### config.mk
export PLATFORM = sky130hd
export DESIGN_NAME = interrupt_controller
export DESIGN_NICKNAME = d
export VERILOG_FILES = /design/src/rtl/interrupt_controller_pkg.sv /design/src/rtl/interrupt_controller_quantum_timer.sv /design/src/rtl/interrupt_controller.sv
export SDC_FILE = /design/constraint.sdc
export NUM_CORES = 1
export LEC_CHECK = 0
export BUFFER_PORTS_ARGS = -buffer_cell sky130_fd_sc_hd__clkbuf_2
export CAP_MARGIN = 20
export CORE_ASPECT_RATIO = 0.8
export CORE_MARGIN = 1.5
export CORE_UTILIZATION = 48
export DETAILED_ROUTE_END_ITERATION = 16
export PLACE_DENSITY = 0.78
export SYNTH_ARGS = -nofsm -noshare
export SYNTH_HDL_FRONTEND = slang
export SYNTH_SLANG_ARGS = --single-unit
### constraint.sdc
create_clock -name clock -period 2.63 [get_ports clock]
set_input_delay 0.1315 -clock clock [delete_from_list [all_inputs] [get_ports clock]]
set_output_delay 0.1315 -clock clock [all_outputs]
set_load 0.02 [all_outputs]
### src/rtl/interrupt_controller_pkg.sv
// Shared definitions for the interrupt controller: FSM states and interrupt type codes.
package interrupt_controller_pkg;

    // Interrupt type codes reported on interr_type (zero-extended).
    localparam logic [1:0] IntNone  = 2'd0;
    localparam logic [1:0] IntTimer = 2'd1;
    localparam logic [1:0] IntHalt  = 2'd2;

    // Controller mode: kernel code, user process, or one-cycle trap to the OS vector.
    typedef enum logic [1:0] {
        StKernel = 2'd0,
        StUser   = 2'd1,
        StTrap   = 2'd2
    } ic_state_e;

endpackage

### src/rtl/interrupt_controller_quantum_timer.sv
// Time-slice down-counter: loads a quantum, decrements once per enable (saturating at 0),
// and flags the last instruction of the slice.
module interrupt_controller_quantum_timer #(
    parameter int unsigned TIMER_WIDTH = 32
) (
    input  logic                   clock,
    input  logic                   reset,
    input  logic                   load,
    input  logic [TIMER_WIDTH-1:0] load_value,
    input  logic                   dec,
    output logic [TIMER_WIDTH-1:0] count,
    output logic                   expire
);

    logic [TIMER_WIDTH-1:0] count_q;

    // Counter register: load has priority over decrement; never wraps below zero.
    always_ff @(posedge clock or negedge reset) begin
        if (!reset) begin
            count_q <= '0;
        end else if (load) begin
            count_q <= load_value;
        end else if (dec && (count_q != '0)) begin
            count_q <= count_q - TIMER_WIDTH'(1);
        end
    end

    // Expiry marks the retire that consumes the final instruction of the slice.
    always_comb begin
        count  = count_q;
        expire = (count_q == TIMER_WIDTH'(1));
    end

endmodule

### src/rtl/interrupt_controller.sv
// OS/interrupt command responder: owns user/kernel mode, the quantum timer, the trap
// handshake to the datapath, and the saved/return PCs and interrupt type.
module interrupt_controller
    import interrupt_controller_pkg::*;
#(
    parameter int unsigned             ADDR_WIDTH  = 32,
    parameter int unsigned             TIMER_WIDTH = 32,
    parameter logic [ADDR_WIDTH-1:0]   OS_VECTOR   = '0
) (
    input  logic                   clock,
    input  logic                   reset,
    input  logic                   cpu_en,
    input  logic                   set_clock,
    input  logic [TIMER_WIDTH-1:0] timer_value,
    input  logic                   os_jump_to,
    input  logic                   os_save_return,
    input  logic                   get_interruption,
    input  logic                   halt,
    input  logic [ADDR_WIDTH-1:0]  pc_current,
    input  logic [ADDR_WIDTH-1:0]  pc_next,
    output logic                   irq_take,
    output logic                   user_mode,
    output logic [ADDR_WIDTH-1:0]  saved_pc,
    output logic [ADDR_WIDTH-1:0]  return_pc,
    output logic [ADDR_WIDTH-1:0]  interr_type
);

    ic_state_e              state_q, state_d;
    logic [TIMER_WIDTH-1:0] quantum_q, quantum_d;
    logic [ADDR_WIDTH-1:0]  saved_pc_q, saved_pc_d;
    logic [ADDR_WIDTH-1:0]  return_pc_q, return_pc_d;
    logic [1:0]             type_q, type_d;

    logic                   timer_load;
    logic                   timer_dec;
    logic                   timer_expire;
    logic [TIMER_WIDTH-1:0] timer_count;
    logic                   trap_halt;
    logic                   trap_timer;

    // The OS vector itself is applied by the datapath; it is only carried here.
    logic unused_os_vector;
    assign unused_os_vector = ^{OS_VECTOR, timer_count};

    interrupt_controller_quantum_timer #(
        .TIMER_WIDTH (TIMER_WIDTH)
    ) u_quantum_timer (
        .clock      (clock),
        .reset      (reset),
        .load       (timer_load),
        .load_value (quantum_q),
        .dec        (timer_dec),
        .count      (timer_count),
        .expire     (timer_expire)
    );

    // Trap conditions in USER; halt takes priority over a coincident expiry.
    always_comb begin
        trap_halt  = (state_q == StUser) && cpu_en && halt;
        trap_timer = (state_q == StUser) && cpu_en && !halt &&
                     (quantum_q != '0) && timer_expire;
        timer_load = (state_q == StKernel) && cpu_en && os_jump_to;
        timer_dec  = (state_q == StUser) && cpu_en;
    end

    // Next-state and register updates; everything waits for a retire except leaving TRAP.
    always_comb begin
        state_d     = state_q;
        quantum_d   = quantum_q;
        saved_pc_d  = saved_pc_q;
        return_pc_d = return_pc_q;
        type_d      = type_q;

        if (cpu_en && get_interruption) begin
            type_d = IntNone;
        end

        unique case (state_q)
            StKernel: begin
                if (cpu_en) begin
                    if (set_clock) begin
                        quantum_d = timer_value;
                    end
                    if (os_save_return) begin
                        return_pc_d = pc_current + ADDR_WIDTH'(1);
                    end
                    if (os_jump_to) begin
                        state_d = StUser;
                    end
                end
            end
            StUser: begin
                if (cpu_en && set_clock) begin
                    quantum_d = timer_value;
                end
                if (trap_halt) begin
                    state_d    = StTrap;
                    type_d     = IntHalt;
                    saved_pc_d = pc_current;
                end else if (trap_timer) begin
                    state_d    = StTrap;
                    type_d     = IntTimer;
                    saved_pc_d = pc_next;
                end
            end
            StTrap: begin
                state_d = StKernel;
            end
            default: begin
                state_d = StKernel;
            end
        endcase
    end

    // State and data registers with asynchronous active-low clear.
    always_ff @(posedge clock or negedge reset) begin
        if (!reset) begin
            state_q     <= StKernel;
            quantum_q   <= '0;
            saved_pc_q  <= '0;
            return_pc_q <= '0;
            type_q      <= IntNone;
        end else begin
            state_q     <= state_d;
            quantum_q   <= quantum_d;
            saved_pc_q  <= saved_pc_d;
            return_pc_q <= return_pc_d;
            type_q      <= type_d;
        end
    end

    // Outputs decoded straight from registers so reset clears them immediately.
    always_comb begin
        irq_take    = (state_q == StTrap);
        user_mode   = (state_q == StUser);
        saved_pc    = saved_pc_q;
        return_pc   = return_pc_q;
        interr_type = {{(ADDR_WIDTH - 2){1'b0}}, type_q};
    end

endmodule

# Word level (Yosys, flattened, before mapping)
# Index checks and enable logic that the tools add are counted.
[word_totals]
reg_bits = 132
output_inout_bits = 98
wordCells = 54
[classes]
addsub = 2
n_eq_ne = 8
mux = 17
n_reduce_logical = 21
[op_table]
columns = ["op", "count"]
rows = [
  ["two-way mux 32 bit", 7],
  ["one-hot mux 32 bit (2 select lines)", 1],
  ["nonzero test 32 bit", 2],
  ["adder 32 x 1 -> 32 bit (second input constant)", 1],
  ["equality test 32 x 1 -> 1 bit (second input constant)", 1],
  ["subtractor 32 x 1 -> 32 bit (second input constant)", 1],
  ["two-way mux 2 bit", 8],
  ["logical AND 1 bit", 10],
  ["!= test 2 bit (second input constant)", 3],
  ["AND reduction 3 bit", 2],
  ["nonzero test 2 bit", 3],
  ["one-hot mux 2 bit (2 select lines)", 1],
  ["AND reduction 4 bit", 1],
  ["!= test 3 x 1 -> 1 bit (second input constant)", 1],
  ["equality test 2 x 1 -> 1 bit (second input constant)", 1],
  ["equality test 2 bit (second input constant)", 1],
  ["zero test 2 bit", 1],
  ["!= test 2 x 1 -> 1 bit (second input constant)", 1],
  ["AND reduction 2 bit", 1],
  ["zero test 1 bit", 1],
]

# Depth between registers and ports, before layout
[logic_depth]
depth_word = 8
ltp_mapped = 9
mapped_depth_nobuf = 7

# Modules after synthesis
# A second synthesis with hierarchy kept.
[hier_totals]
hier_cells = 700
area_unflattened_um2 = 6902.9
[by_module_without_submodules]
columns = ["module", "n_inst", "cells_per_inst", "area_per_inst_um2", "seq_area_each_um2"]
rows = [
  ["interrupt_controller", 1, 467, 4901.0, 2502.4],
  ["interrupt_controller_quantum_timer", 1, 233, 2001.9, 800.8],
]

# Worst setup path after synthesis
# OpenSTA, ideal clock, no wires.
[synth_timing]
path_type = "register -> register"
startpoint = "register u_quantum_timer.count_q[12] (netlist: u_quantum_timer.count[12])"
endpoint = "register u_quantum_timer.count_q[18] (netlist: u_quantum_timer.count[18])"
setup_time_ns = 0.124
arrival_ns = 2.357
required_time_ns = 2.506
slack_ns = 0.149
stages_incl_launch_ff = 8
path_buffers = 2
cell_sequence = "dfrtp_1 or4_1 buf_2 or3_1 o41ai_4 buf_2 nor3_1 a211o_1"
[synth_between]
elab_chain_cells = 3
[synth_rtl]
columns = ["element", "line_no", "rtl"]
rows = [
  ["from (decl)", "interrupt_controller_quantum_timer.sv:15", "logic [TIMER_WIDTH-1:0] count_q;"],
  ["from (signal assigned)", "interrupt_controller_quantum_timer.sv:22", "count_q <= load_value;"],
  ["from (signal assigned)", "interrupt_controller_quantum_timer.sv:24", "count_q <= count_q - TIMER_WIDTH'(1);"],
  ["subtractor 32 x 1 -> 32 bit / nonzero test 32 bit (equally long branches)", "interrupt_controller_quantum_timer.sv:24, interrupt_controller_quantum_timer.sv:23", ""],
  ["two-way mux 32 bit / logical AND 1 bit (equally long branches)", "interrupt_controller_quantum_timer.sv:23", "end else if (dec && (count_q != '0)) begin"],
  ["two-way mux 32 bit / nonzero test 2 bit (equally long branches)", "n/a", ""],
]
# Parallel ways exist; a longest one is shown, timed or not. The select of a mux whose other input is x is not followed.
# A chain may end at the register's enable or synchronous reset.

# Worst setup path in the final report
[layout_timing]
startpoint = "register u_quantum_timer.count_q[12] (netlist: u_quantum_timer.count[12])"
endpoint = "register u_quantum_timer.count_q[25] (netlist: u_quantum_timer.count[25])"
# Same word-level chain as after synthesis.

==> run_results.csv <==
group,metric,value,unit
status,status,"finished clean",
logic_synthesis,synth.distinct_cells,60,
setup_path,worstPathRequired,2980,ps
detailed_routing,drcViolationCount,0,
logic_synthesis,ys.flop_type,"dfrtp_1",
logic_synthesis,synthTopCellsByCount,"132 x dfrtp_1, 77 x nand2_1, 77 x o21ai_0",
floorplanning,fp.dieH,111,um
logic_synthesis,ys_ff_latch,132,
timing,drv_slew,0,
grt,grt_overflow_total,0,
logic_synthesis,yosys.area.top_type,"dfrtp_1",
timing,maxSlewHeadroom,0.562,
place,io_buffers,171,
clocking,cts_sinks,132,
setup_path,worstPathMaxFanout,6,
timing,worstMarginPinSlew,657,ps
cells_and_area,nets,1111,
setup_path,end_kind,"flop",
logic_synthesis,synth.most_common_cell,"dfrtp_1",
timing,setup_tns,0,ps
clocking,post_cts_buffers,0,
clocking,h-tree-depth,4,
floorplanning,die_area,0.0154,mm2
timing,hold_violations,0,
setup_path,cp_slowest_cell,"or4_4",
worst_hold_path,hold_path_startpoint,"pc_current[28]",
detailed_routing,wl,22.0,mm
logic_synthesis,synth_area_leaders,"dfrtp_1 47%, o21ai_0 5.5%, mux2_2 5.4%",
grt,grt_antenna_before_repair,0,
timing,finalClockSkew,13.2,ps
logic_synthesis,yosys_warnings,0,
timing,min_period,2540,ps
cells_and_area,areaGrowthSynthToFinish,34.6,%
grt,grtUsageTotal,0.290,
floorplanning,die_x,139,um
detailed_routing,vias,6967,
pwr,design_power_total,9560,uW
cells_and_area,drive_gt1_frac,0.287,
setup_path,rrSetupSlack,90,ps
grt,grt_pass1_wl,35.3,mm
detailed_routing,drt-initial-drc-count,771,
logic_synthesis,synth_enable_flop_cells,0,
setup_path,rr_endpoint,"u_quantum_timer.count[25]",
setup_path,path_delay_family,"simple AND/OR/NAND/NOR gates",
clocking,cts_made_buffers,17,
timing,fmaxAchievable,394,MHz
floorplanning,core_area,0.0143,mm2
clocking,insertion_delay,420,ps
grt,grt_max_degree,49,
clocking,cts.path.max_buffers,2,
logic_synthesis,synthArstFlopShare,1.00,
timing,finalSetupViolCount,0,
worst_hold_path,hp-class,"in -> reg",
detailed_routing,ant_nets,0,
clocking,clkTransAtPathRegs,60,ps
clocking,cts_tree,"built",
floorplanning,rows,39,
place,place_congestion,0.931,
logic_synthesis,yosysTopAreaCellShare,0.469,
setup_path,startpoint_type,"flop",
detailed_routing,vias_per_cell,5.80,
floorplanning,ios,202,
setup_path,crit_arrival,2890,ps
setup_path,rr_startpoint,"u_quantum_timer.count[12]",
setup_path,cp_num_buf_inv,0,
setup_path,r2r_cells,5,
clocking,cts_root_buffer,"clkbuf_16",
logic_synthesis,seq_area_frac_synth,0.469,
pwr,peakVddDrop,0.797,mV
setup_path,critical_path.cell_chain,"or4_4 -> or4b_4 -> or3_4 -> or4_1 -> nand3_1",
pwr,power_density,1010,mW/mm2
job,drv_cap,0,
timing,period_share,0.965,
logic_synthesis,netlist_instances,754,
timing,rsz0062_at_grt,"false",
logic_synthesis,syn_area,0.00705,mm2
detailed_routing,dr.pass1.iters,5,
place,dp_hpwl,14.8,mm
grt,grt_pass1_vias,6764,
logic_synthesis,syn-mean-instance-area,9.35,um2
cells_and_area,antenna_cells,0,
setup_path,critical_path_class,"reg -> reg",
setup_path,max_stage_delay,590,ps
worst_hold_path,hold_end,"saved_pc[28]",
detailed_routing,wl_per_cell,18.3,um
pwr,p_leak,0.00418,uW
worst_hold_path,min_path_cells,3,
floorplanning,start_util,0.493,
## power by group
part / internal (uW) / leakage, uW / switching (uW)
logic: 1390 / 0.00232 / 2150
registers: 2880 / 0.00157 / 714
clock network: 1520 / 0.000290 / 915
total: 5780 / 0.00418 / 3770
## cell usage in the layout, fill, tap and decap left out, types with 3 or more instances in the layout
cell type	count
and3_1	9
dfrtp_1	132
xnor2_1	9
a21o_1	3
ha_1	3
clkinv_4	3
xor2_1	19
and2_1	6
a31oi_1	35
buf_12	4
nor2_1	50
nor4_1	18
nand2_1	76
a31o_2	3
conb_1	30
nand3_1	58
nand4_1	21
o31ai_1	3
a221o_1	7
bufinv_16	3
or3_1	12
inv_1	6
nor3_1	15
or4_1	6
o311ai_0	4
a211o_1	3
o211ai_1	9
and4_1	6
nand2b_1	3
dlygate4sd3_1	69
clkinv_2	3
buf_4	34
a21oi_1	5
clkbuf_2	170
o21ai_0	77
or2_2	4
clkbuf_16	17
mux2_2	34
## state kept, by name (all words and copies together), names as in the netlist
signal,cells
type_q,2
quantum_q,32
state_q,2
saved_pc,32
u_quantum_timer.count,32
return_pc,32
## cell families (layout without fill, tap and decap cells)
| kind of cell | Yosys count | in the layout | share of synthesized area |
|---|---|---|---|
| AND/OR/NAND/NOR | 305 | 305 | 0.222 |
| AO/OA/AOI/OAI | 168 | 168 | 0.153 |
| flip-flops | 132 | 132 | 0.469 |
| buffers and inverters | 82 | 316 | 0.0603 |
| multiplexers | 35 | 35 | 0.0557 |
| XOR/XNOR | 28 | 28 | 0.0348 |
| adder cells (fa/ha/maj) | 3 | 3 | 0.00532 |
| other | 1 | 30 | 0.000532 |
## routing by layer
| layer | routed length (um) | GRT usage | part of all wire |
|---|---|---|---|
| met1 | 9650 | 0.406 | 0.44 |
| met2 | 10200 | 0.450 | 0.47 |
| met3 | 1730 | 0.0619 | 0.079 |
| met4 | 379 | 0.0989 | 0.017 |
| met5 | 0 | 0 | 0 |
## through the flow
step	std cells	util	instance area (um2)	hold slack (ps)	setup WS [ps]
2_1_floorplan	783	-	7160	-164	149
3_3_place_gp	1100	0.572	8180	200	96.6
3_5_place_dp	1100	0.572	8180	204	50.5
4_1_cts	1201	0.663	9480	0.882	22.6
5_1_grt	1201	0.664	9490	6.08	1.73
6_report	1201	0.664	9490	12.1	92.9
## cell type report
cell class | instances | area [um2]
Clock buffer | 20 | 447
Clock inverter | 12 | 155
Fill cell | 1152 | 4810
Inverter | 6 | 22.5
Multi-Input combinational cell | 569 | 3440
Sequential cell | 132 | 3300
Tap cell | 184 | 230
Timing Repair Buffer | 278 | 1890
## timing repair
item / CTS / global route
resized for setup: 0 / 5
hold endpoints to repair: 109 / 0
setup endpoints to repair: 0 / 8
hold buffers: 69 / 0
## worst max-delay path by stage
stage	endpoint	depth (start not counted)	from
2_1_floorplan	u_quantum_timer.count[18]	7	u_quantum_timer.count[12]
3_3_place_gp	u_quantum_timer.count[25]	5	u_quantum_timer.count[12]
3_5_place_dp	u_quantum_timer.count[25]	5	u_quantum_timer.count[12]
4_1_cts	u_quantum_timer.count[25]	5	u_quantum_timer.count[12]
5_1_grt	u_quantum_timer.count[27]	8	u_quantum_timer.count[0]
6_report	u_quantum_timer.count[25]	5	u_quantum_timer.count[12]
## worst register-to-register path, cell delays in order (launching register included)
cell     delay (ps)
dfrtp_1         420
or4_4           590
or4b_4          540
or3_4           430
or4_1           410
nand3_1          90
Note: power is estimated with default switching activity, not from simulation.
